===== src/rtl/conv_window_scheduler_if.sv =====
// Bundle between the convolution window scheduler, the Macc datapath and the result consumer.
// Carries start/out_ready toward the scheduler and indices, Macc controls and window status away from it.
// The master modport is the scheduler side; the slave modport is the datapath/consumer side.
interface conv_window_scheduler_if #(
  parameter int AW = 2
);
  logic          start;
  logic          out_ready;
  logic [AW-1:0] frow;
  logic [AW-1:0] fcol;
  logic [AW-1:0] fdep;
  logic [AW-1:0] irow;
  logic [AW-1:0] icol;
  logic [AW-1:0] idep;
  logic          macc_en;
  logic          macc_clr;
  logic          out_valid;
  logic [AW-1:0] out_row;
  logic [AW-1:0] out_col;
  logic          busy;
  logic          done;

  modport master (
    input  start, out_ready,
    output frow, fcol, fdep, irow, icol, idep,
    output macc_en, macc_clr, out_valid, out_row, out_col, busy, done
  );

  modport slave (
    output start, out_ready,
    input  frow, fcol, fdep, irow, icol, idep,
    input  macc_en, macc_clr, out_valid, out_row, out_col, busy, done
  );
endinterface


===== src/rtl/conv_window_scheduler.sv =====
// Sequences filter/image indices and Macc clear/enable for one stride-1 convolution pass.
// Latency: first tap one cycle after start; K*K*DEPTH taps + MACC_LAT drain cycles per window.
// Backpressure: a window result is held in EMIT, indices frozen, until out_ready is seen.
module conv_window_scheduler #(
  parameter int IMG_H    = 4,
  parameter int IMG_W    = 4,
  parameter int DEPTH    = 3,
  parameter int K        = 3,
  parameter int AW       = 2,
  parameter int MACC_LAT = 1
) (
  input logic clk,
  input logic rst,
  conv_window_scheduler_if.master bus
);
  localparam int OH = IMG_H - K + 1;
  localparam int OW = IMG_W - K + 1;
  localparam int DW = (MACC_LAT > 1) ? $clog2(MACC_LAT) : 1;

  localparam logic [AW-1:0] F_LAST  = AW'(K - 1);
  localparam logic [AW-1:0] D_LAST  = AW'(DEPTH - 1);
  localparam logic [AW-1:0] R_LAST  = AW'(OH - 1);
  localparam logic [AW-1:0] C_LAST  = AW'(OW - 1);
  localparam logic [DW-1:0] DR_LAST = DW'((MACC_LAT > 0) ? MACC_LAT - 1 : 0);

  typedef enum logic [2:0] {IDLE, RUN, DRAIN, EMIT, DONE} state_t;

  state_t        state_q, state_d;
  logic [AW-1:0] frow_q, frow_d;
  logic [AW-1:0] fcol_q, fcol_d;
  logic [AW-1:0] fdep_q, fdep_d;
  logic [AW-1:0] orow_q, orow_d;
  logic [AW-1:0] ocol_q, ocol_d;
  logic [DW-1:0] dcnt_q, dcnt_d;

  // State and counter registers; reset aborts any pass in flight.
  always_ff @(posedge clk) begin
    if (rst) begin
      state_q <= IDLE;
      frow_q  <= '0;
      fcol_q  <= '0;
      fdep_q  <= '0;
      orow_q  <= '0;
      ocol_q  <= '0;
      dcnt_q  <= '0;
    end else begin
      state_q <= state_d;
      frow_q  <= frow_d;
      fcol_q  <= fcol_d;
      fdep_q  <= fdep_d;
      orow_q  <= orow_d;
      ocol_q  <= ocol_d;
      dcnt_q  <= dcnt_d;
    end
  end

  // Next state: depth innermost, then column, then row; windows in raster order.
  always_comb begin
    state_d = state_q;
    frow_d  = frow_q;
    fcol_d  = fcol_q;
    fdep_d  = fdep_q;
    orow_d  = orow_q;
    ocol_d  = ocol_q;
    dcnt_d  = dcnt_q;
    case (state_q)
      IDLE: begin
        if (bus.start) begin
          state_d = RUN;
          frow_d  = '0;
          fcol_d  = '0;
          fdep_d  = '0;
          orow_d  = '0;
          ocol_d  = '0;
        end
      end
      RUN: begin
        if (fdep_q != D_LAST) begin
          fdep_d = fdep_q + 1'b1;
        end else if (fcol_q != F_LAST) begin
          fdep_d = '0;
          fcol_d = fcol_q + 1'b1;
        end else if (frow_q != F_LAST) begin
          fdep_d = '0;
          fcol_d = '0;
          frow_d = frow_q + 1'b1;
        end else begin
          // Last tap: indices stay on it while the product drains.
          dcnt_d  = '0;
          state_d = (MACC_LAT == 0) ? EMIT : DRAIN;
        end
      end
      DRAIN: begin
        if (dcnt_q == DR_LAST) state_d = EMIT;
        else                   dcnt_d  = dcnt_q + 1'b1;
      end
      EMIT: begin
        if (bus.out_ready) begin
          frow_d = '0;
          fcol_d = '0;
          fdep_d = '0;
          if (orow_q == R_LAST && ocol_q == C_LAST) begin
            state_d = DONE;
            orow_d  = '0;
            ocol_d  = '0;
          end else if (ocol_q == C_LAST) begin
            state_d = RUN;
            ocol_d  = '0;
            orow_d  = orow_q + 1'b1;
          end else begin
            state_d = RUN;
            ocol_d  = ocol_q + 1'b1;
          end
        end
      end
      DONE:    state_d = IDLE;
      default: state_d = IDLE;
    endcase
  end

  // Outputs decode registered state only; start/out_ready never reach them combinationally.
  always_comb begin
    bus.frow      = frow_q;
    bus.fcol      = fcol_q;
    bus.fdep      = fdep_q;
    bus.irow      = orow_q + frow_q;
    bus.icol      = ocol_q + fcol_q;
    bus.idep      = fdep_q;
    bus.macc_en   = (state_q == RUN);
    bus.macc_clr  = (state_q == RUN) && (frow_q == '0) && (fcol_q == '0) && (fdep_q == '0);
    bus.out_valid = (state_q == EMIT);
    bus.out_row   = orow_q;
    bus.out_col   = ocol_q;
    bus.busy      = (state_q != IDLE);
    bus.done      = (state_q == DONE);
  end
endmodule


===== src/flat_wrapper.sv =====
// flat-port wrapper written by rule: the top's interface ports become plain ports
module conv_window_scheduler_flat 
#(
  parameter int IMG_H    = 4,
  parameter int IMG_W    = 4,
  parameter int DEPTH    = 3,
  parameter int K        = 3,
  parameter int AW       = 2,
  parameter int MACC_LAT = 1
)
  (clk, rst, bus_start, bus_out_ready, bus_frow, bus_fcol, bus_fdep, bus_irow, bus_icol, bus_idep, bus_macc_en, bus_macc_clr, bus_out_valid, bus_out_row, bus_out_col, bus_busy, bus_done);
  conv_window_scheduler_if #(.AW(AW)) bus_i ();
  input logic clk;
  input logic rst;
  input wire logic [$bits(bus_i.start)-1:0] bus_start;
  input wire logic [$bits(bus_i.out_ready)-1:0] bus_out_ready;
  output wire logic [$bits(bus_i.frow)-1:0] bus_frow;
  output wire logic [$bits(bus_i.fcol)-1:0] bus_fcol;
  output wire logic [$bits(bus_i.fdep)-1:0] bus_fdep;
  output wire logic [$bits(bus_i.irow)-1:0] bus_irow;
  output wire logic [$bits(bus_i.icol)-1:0] bus_icol;
  output wire logic [$bits(bus_i.idep)-1:0] bus_idep;
  output wire logic [$bits(bus_i.macc_en)-1:0] bus_macc_en;
  output wire logic [$bits(bus_i.macc_clr)-1:0] bus_macc_clr;
  output wire logic [$bits(bus_i.out_valid)-1:0] bus_out_valid;
  output wire logic [$bits(bus_i.out_row)-1:0] bus_out_row;
  output wire logic [$bits(bus_i.out_col)-1:0] bus_out_col;
  output wire logic [$bits(bus_i.busy)-1:0] bus_busy;
  output wire logic [$bits(bus_i.done)-1:0] bus_done;
  assign bus_i.start = bus_start;
  assign bus_i.out_ready = bus_out_ready;
  assign bus_frow = bus_i.frow;
  assign bus_fcol = bus_i.fcol;
  assign bus_fdep = bus_i.fdep;
  assign bus_irow = bus_i.irow;
  assign bus_icol = bus_i.icol;
  assign bus_idep = bus_i.idep;
  assign bus_macc_en = bus_i.macc_en;
  assign bus_macc_clr = bus_i.macc_clr;
  assign bus_out_valid = bus_i.out_valid;
  assign bus_out_row = bus_i.out_row;
  assign bus_out_col = bus_i.out_col;
  assign bus_busy = bus_i.busy;
  assign bus_done = bus_i.done;
  conv_window_scheduler #(.IMG_H(IMG_H), .IMG_W(IMG_W), .DEPTH(DEPTH), .K(K), .AW(AW), .MACC_LAT(MACC_LAT)) u_core (.clk(clk), .rst(rst), .bus(bus_i));
endmodule

===== config.mk =====
export PLATFORM = sky130hd
export DESIGN_NAME = conv_window_scheduler_flat
export DESIGN_NICKNAME = d
export VERILOG_FILES = /design/src/rtl/conv_window_scheduler_if.sv /design/src/rtl/conv_window_scheduler.sv /design/src/flat_wrapper.sv
export SDC_FILE = /design/constraint.sdc
export NUM_CORES = 1
export LEC_CHECK = 0
export BUFFER_PORTS_ARGS = -buffer_cell sky130_fd_sc_hd__buf_2
export CAP_MARGIN = 25
export CORE_UTILIZATION = 45
export DETAILED_ROUTE_END_ITERATION = 6
export PLACE_DENSITY = 0.68
export SETUP_SLACK_MARGIN = 0.5
export SYNTH_ARGS = -nofsm -noshare
export SYNTH_HDL_FRONTEND = slang
export SYNTH_SLANG_ARGS = --single-unit

===== constraint.sdc =====
create_clock -name clk -period 1.6 [get_ports clk]
set_input_delay 0.16 -clock clk [delete_from_list [all_inputs] [get_ports clk]]
set_output_delay 0.16 -clock clk [all_outputs]
set_load 0.05 [all_outputs]

==> impl_results.md, run 1 <==
- Io pins: 25
- H-tree Lvls: 1
- Std cell rows: 15
- Status: aborted with a tool error
- Starting Density: 0.492
- Seq cells post-synth: 13
- Unique masters post-synth: 42
- Syn nets: approximately 110
- CTS root buffer: clkbuf_4
- Mapped Cells: ~100
- Worst_ep kind: top-level output
- Dpl hpwl: 1.59 mm
- Mapped Area: 868 µm²
- Avg Inst Size Synth: 8.35 µm²
- IO Port Bufs: 24
- Max Buffers Root-to-Sink: 2
- DP Worst Slack: 0.133 ns
- Clock Sinks: 13
- Antenna violations before repair: 0
- Stop stage: global routing (5_1_grt)
- # placed instances: between 100 and 150
- Tool Error: [ERROR DPL-0033] detailed placement checks failed during check placement.
- GR repair worst EP: bus_macc_clr
- Syn. warnings: 0
- Sequential-to-total area share from yosys stat: 0.300
- GP Congestion: about 0.78
- Die Wd: 45.9 µm
- Die height: 45.9 µm
- Hold buffers post-CTS: 0
- Cts bufs inserted: 3
- Largest net degree at the start of global routing: 13
[synthesized netlist by cell type]
library cell,instances,area [µm²]
a2111oi_0,1,8.76
and3_1,2,12.5
or3b_4,1,11.3
dfxtp_1,13,260
nor2b_1,7,43.8
clkbuf_1,5,18.8
nand2_1,6,22.5
or4_1,2,15.0
and4b_1,2,20.0
inv_2,1,3.75
nand2b_1,2,12.5
or3b_2,1,8.76
o311ai_0,2,17.5
and3b_1,1,8.76
nor4bb_1,1,10.0
nand4bb_1,1,11.3
or3b_1,1,8.76
nand3b_1,2,15.0
a21boi_0,1,7.51
a311oi_1,1,8.76
inv_1,6,22.5
o2111ai_1,2,17.5
or3_1,2,12.5
o31ai_1,1,7.51
nand4_1,3,18.8
nor3b_1,1,7.51
o211ai_1,2,15.0
o21a_1,2,15.0
nor2_1,3,11.3
xnor2_1,4,35.0
nor3_1,2,10.0
o311a_1,1,10.0
ha_1,4,50.1
nand3_1,3,15.0
o21ai_1,2,10.0
o311ai_1,1,8.76
nor4_1,1,6.26
a21oi_1,3,15.0
and2_1,1,6.26
buf_4,2,15.0
a31oi_1,4,25.0
o32ai_1,1,8.76
[metrics by stage]
stage                      util  area (µm²)  setup TNS [ns]
after global placement    0.645        1140               0
after floorplan               -        1020               0
after detailed placement  0.645        1140               0
after CTS                 0.862        1520        -0.00407
[cells by family after synthesis]
kind of cell	synth area share
compound gates	0.202
xor+xnor	0.0403
fa+ha+maj	0.0576
buf+inv	0.0692
flops	0.300
simple gates	0.331
[repair_timing]
action / CTS
pin swaps: 10
cloned: 0
gates resized for setup: 70
buffers inserted: 15
endpoints found under the setup margin: 34
==> run 2: changes to the inputs <==
Settings changed: CORE_AREA from default to 2 2 63 65, CORE_UTILIZATION 45 to default, DIE_AREA from default to 0 0 65 67, PLACE_DENSITY 0.68 to default, PLACE_DENSITY_LB_ADDON from default to 0.15, SETUP_SLACK_MARGIN 0.5 to default.
==> impl_results.md, run 2 <==
- Status: finished clean (was aborted with a tool error)
- Layout Cells excl Fill: 179
- Worst R2R End: u_core.bus.fcol[1]
- Final min period: between 1.5 and 2 ns
- Starting Density: 0.241 (was 0.492)
- Unique masters post-synth: 42 (unchanged)
- Via count: 902
- CTS tree: done
- Vias in the first global route: 791
- RSZ-0062 raised after global routing: false
- Max IR drop VDD: 0.000242 V
- Post-route clock skew: 0.00771 ns
- Req. time, crit path: 1.75 ns
- Max_cap viols: 0
- Max_slew headroom: 0.677
- Worst R2R Setup Slack: 0.03 ns
- Mapped Area: 868 µm² (unchanged)
- # setup viols final: 0
- Cts bufs inserted: 3 (unchanged)
- Gr ovfl total: 0
- Min-delay worst type: in2reg
- Top reg by flops: u_core.state_q
- Max Buffers Root-to-Sink: 2 (unchanged)
- CP endpoint: u_core.bus.fcol[1]
- Largest net degree at the start of global routing: 13
- Arrival time at the worst endpoint: approximately 1.7 ns
- Critical path buffers and inverters: 1
- Top post-synthesis cells by count: 13 x dfxtp_1, 7 x nor2b_1, 6 x inv_1, 6 x nand2_1, 5 x clkbuf_1 (unchanged)
- Number of flops mapped to enable cells by yosys: 0 (unchanged)
- Seq cells post-synth: 13 (unchanged)
- Area Overhead vs Synth: 35.6%
- Mapped Cells: 104 (unchanged)
- Slack of the critical path: roughly 0.033 ns
- Hold Crit Start: bus_out_ready
- Antenna violations before repair: 0
- # placed instances: 174 (was 149)
- Largest stage delay, worst path: about 0.47 ns
- CORE AREA: 3610 µm²
- Top fanout value on the critical path: 4
- Max FFs per register: 3
- Layout cells sized above 1: 0.397
- First-pass GRT wire length: 3.95 mm
- Initial drt markers: 26
- CP Cell Sequence: or3b_4 > buf_4 > or4_1 > o311ai_1
- Final hold violations: 0
- R2R cell count: 4
- CP delay by family, top: simple AND/OR/NAND/NOR gates
- CP Launch Type: register
- Crit. path cell count: 4
- Synth area leader: dfxtp_1 (unchanged)
- Antenna diode count: 0
- Avg WL per Cell: roughly 14 µm
- Max Freq: 0.638 GHz
- Post-route clock period utilization: 0.979
- IO Port Bufs: 24 (unchanged)
- GP Congestion: 0.739 (was 0.782)
- Hold Slack: about 0.23 ns
- Global-route total usage across every layer: 0.121
- Std cell rows: 22 (was 15)
- Tot Pwr: 0.000756 W
- Commonest non-fill, non-tap cell in the layout: buf_2
- DP Worst Slack: 0.118 ns (was 0.133 ns)
- Clk slew on worst S/H paths: 0.07 ns
- H-tree Lvls: 1 (unchanged)
- Nets: 140
- Most frequent cells in the layout: 19 x buf_2, 8 x buf_4, 8 x dfxtp_2
- Syn. warnings: 0 (unchanged)
- Residual DRC: 0
- Share of flip-flops with an asynchronous set or reset: 0 (unchanged)
- DRT Wirelength: 2.45 mm
- Die Wd: 65 µm (was 45.9 µm)
- CTS root buffer: clkbuf_8 (was clkbuf_4)
- Max-slew violation count: 0
- Ys flop type: dfxtp_1 (unchanged)
- Die ar.: 4360 µm²
- Pleak: about 0.50 nW
- Dpl hpwl: 1.83 mm (was 1.59 mm)
- CP Launch Point: u_core.state_q[2]
- Avg Inst Size Synth: 8.35 µm² (unchanged)
- Synth area leaders: dfxtp_1 30%, ha_1 5.8%, nor2b_1 5.0% (unchanged)
- Yosys top cell area share: 0.300 (unchanged)
- Syn nets: 112 (unchanged)
- Clk Latency, worst-skew pair: about 0.25 ns
- Io pins: 25 (unchanged)
- Detail Route Antenna Nets: 0
- Critical path class: reg2reg
- Die height: 67 µm (was 45.9 µm)
- Least-Margin Pin Slew: 0.478 ns
- Pwr dens: 642 nW/µm²
- Drt pass-1 iters: 4
- Clock Sinks: 13 (unchanged)
- Worst setup EP type: register
- Slowest cell on crit path: or4_1
- Sequential-to-total area share from yosys stat: 0.300 (unchanged)
- R2r startpoint: u_core.state_q[2]
- Most frequent cell after synthesis: dfxtp_1 (unchanged)
- Via density: ~5.0
-- run 2: logic make-up after synthesis --
kind of cell / synth area share
AND/OR/NAND/NOR: 0.331
AO/OA/AOI/OAI: 0.202
buffers and inverters: 0.0692
flip-flops: 0.300
XOR/XNOR: 0.0403
adder cells (fa/ha/maj): 0.0576
-- run 2: layout make-up --
cell class              instances  area [µm²]
clock buffers                   3        41.3
clock inverters                 1        5.00
fillers                       386        2430
inverters                       7        26.3
multi-input cells              77         589
flip-flops and latches         13         274
well taps                      48        60.1
repair buffers                 30         181
-- run 2: how the worst min path moves through the flow --
stage                          to  slack [ns]  cells after the start
6_report        u_core.state_q[2]        0.23                      3
5_1_grt         u_core.state_q[2]        0.28                      3
4_1_cts        u_core.bus.fdep[0]        0.24                      2
3_5_place_dp   u_core.bus.frow[0]        0.48                      1
3_3_place_gp   u_core.bus.frow[0]        0.49                      1
2_1_floorplan   u_core.state_q[2]        0.32                      2
-- run 2: tightest hold or removal path, cell delays in order --
cell       delay, ns
buf_2           0.14
nand2_1         0.07
a2111oi_0       0.07
-- run 2: what timing repair did --
| item | CTS | global route |
|---|---|---|
| pin swaps | 2 | 1 |
| setup endpoints to repair | 3 | 6 |
| hold buffers | 0 | 0 |
| resized for setup | 5 | 8 |
| buffers inserted | 1 | 0 |
-- run 2: per-stage QoR --
stage | area (µm²) | utilization | setup TNS (ns)
after floorplan | 901 | - | -0.251
after CTS | 1150 | 0.320 | 0
after global placement | 1080 | 0.301 | 0
after global routing | 1180 | 0.327 | 0
after detailed placement | 1080 | 0.301 | 0
final | 1180 | 0.327 | 0
-- run 2: power breakdown --
| group | leakage [nW] | total (W) | switching [W] | internal [W] |
|---|---|---|---|---|
| clock | 0.0255 | 0.000304 | 0.000131 | 0.000172 |
| sequential | 0.110 | 0.000334 | 0.00000737 | 0.000327 |
| combinational | 0.362 | 0.000118 | 0.0000819 | 0.0000363 |
| total | 0.498 | 0.000756 | 0.000221 | 0.000535 |
-- run 2: per-layer routing --
| metal | global-route usage | vias up | wire length, µm |
|---|---|---|---|
| met3 | 0.0270 | 2 | 116 |
| met2 | 0.180 | 27 | 1110 |
| met1 | 0.167 | 425 | 1210 |
| met4 | 0.0479 | 0 | 14 |
| met5 | 0 | - | 0 |
| li1 | - | 448 | - |
Note: power is estimated with default switching activity, not from simulation.
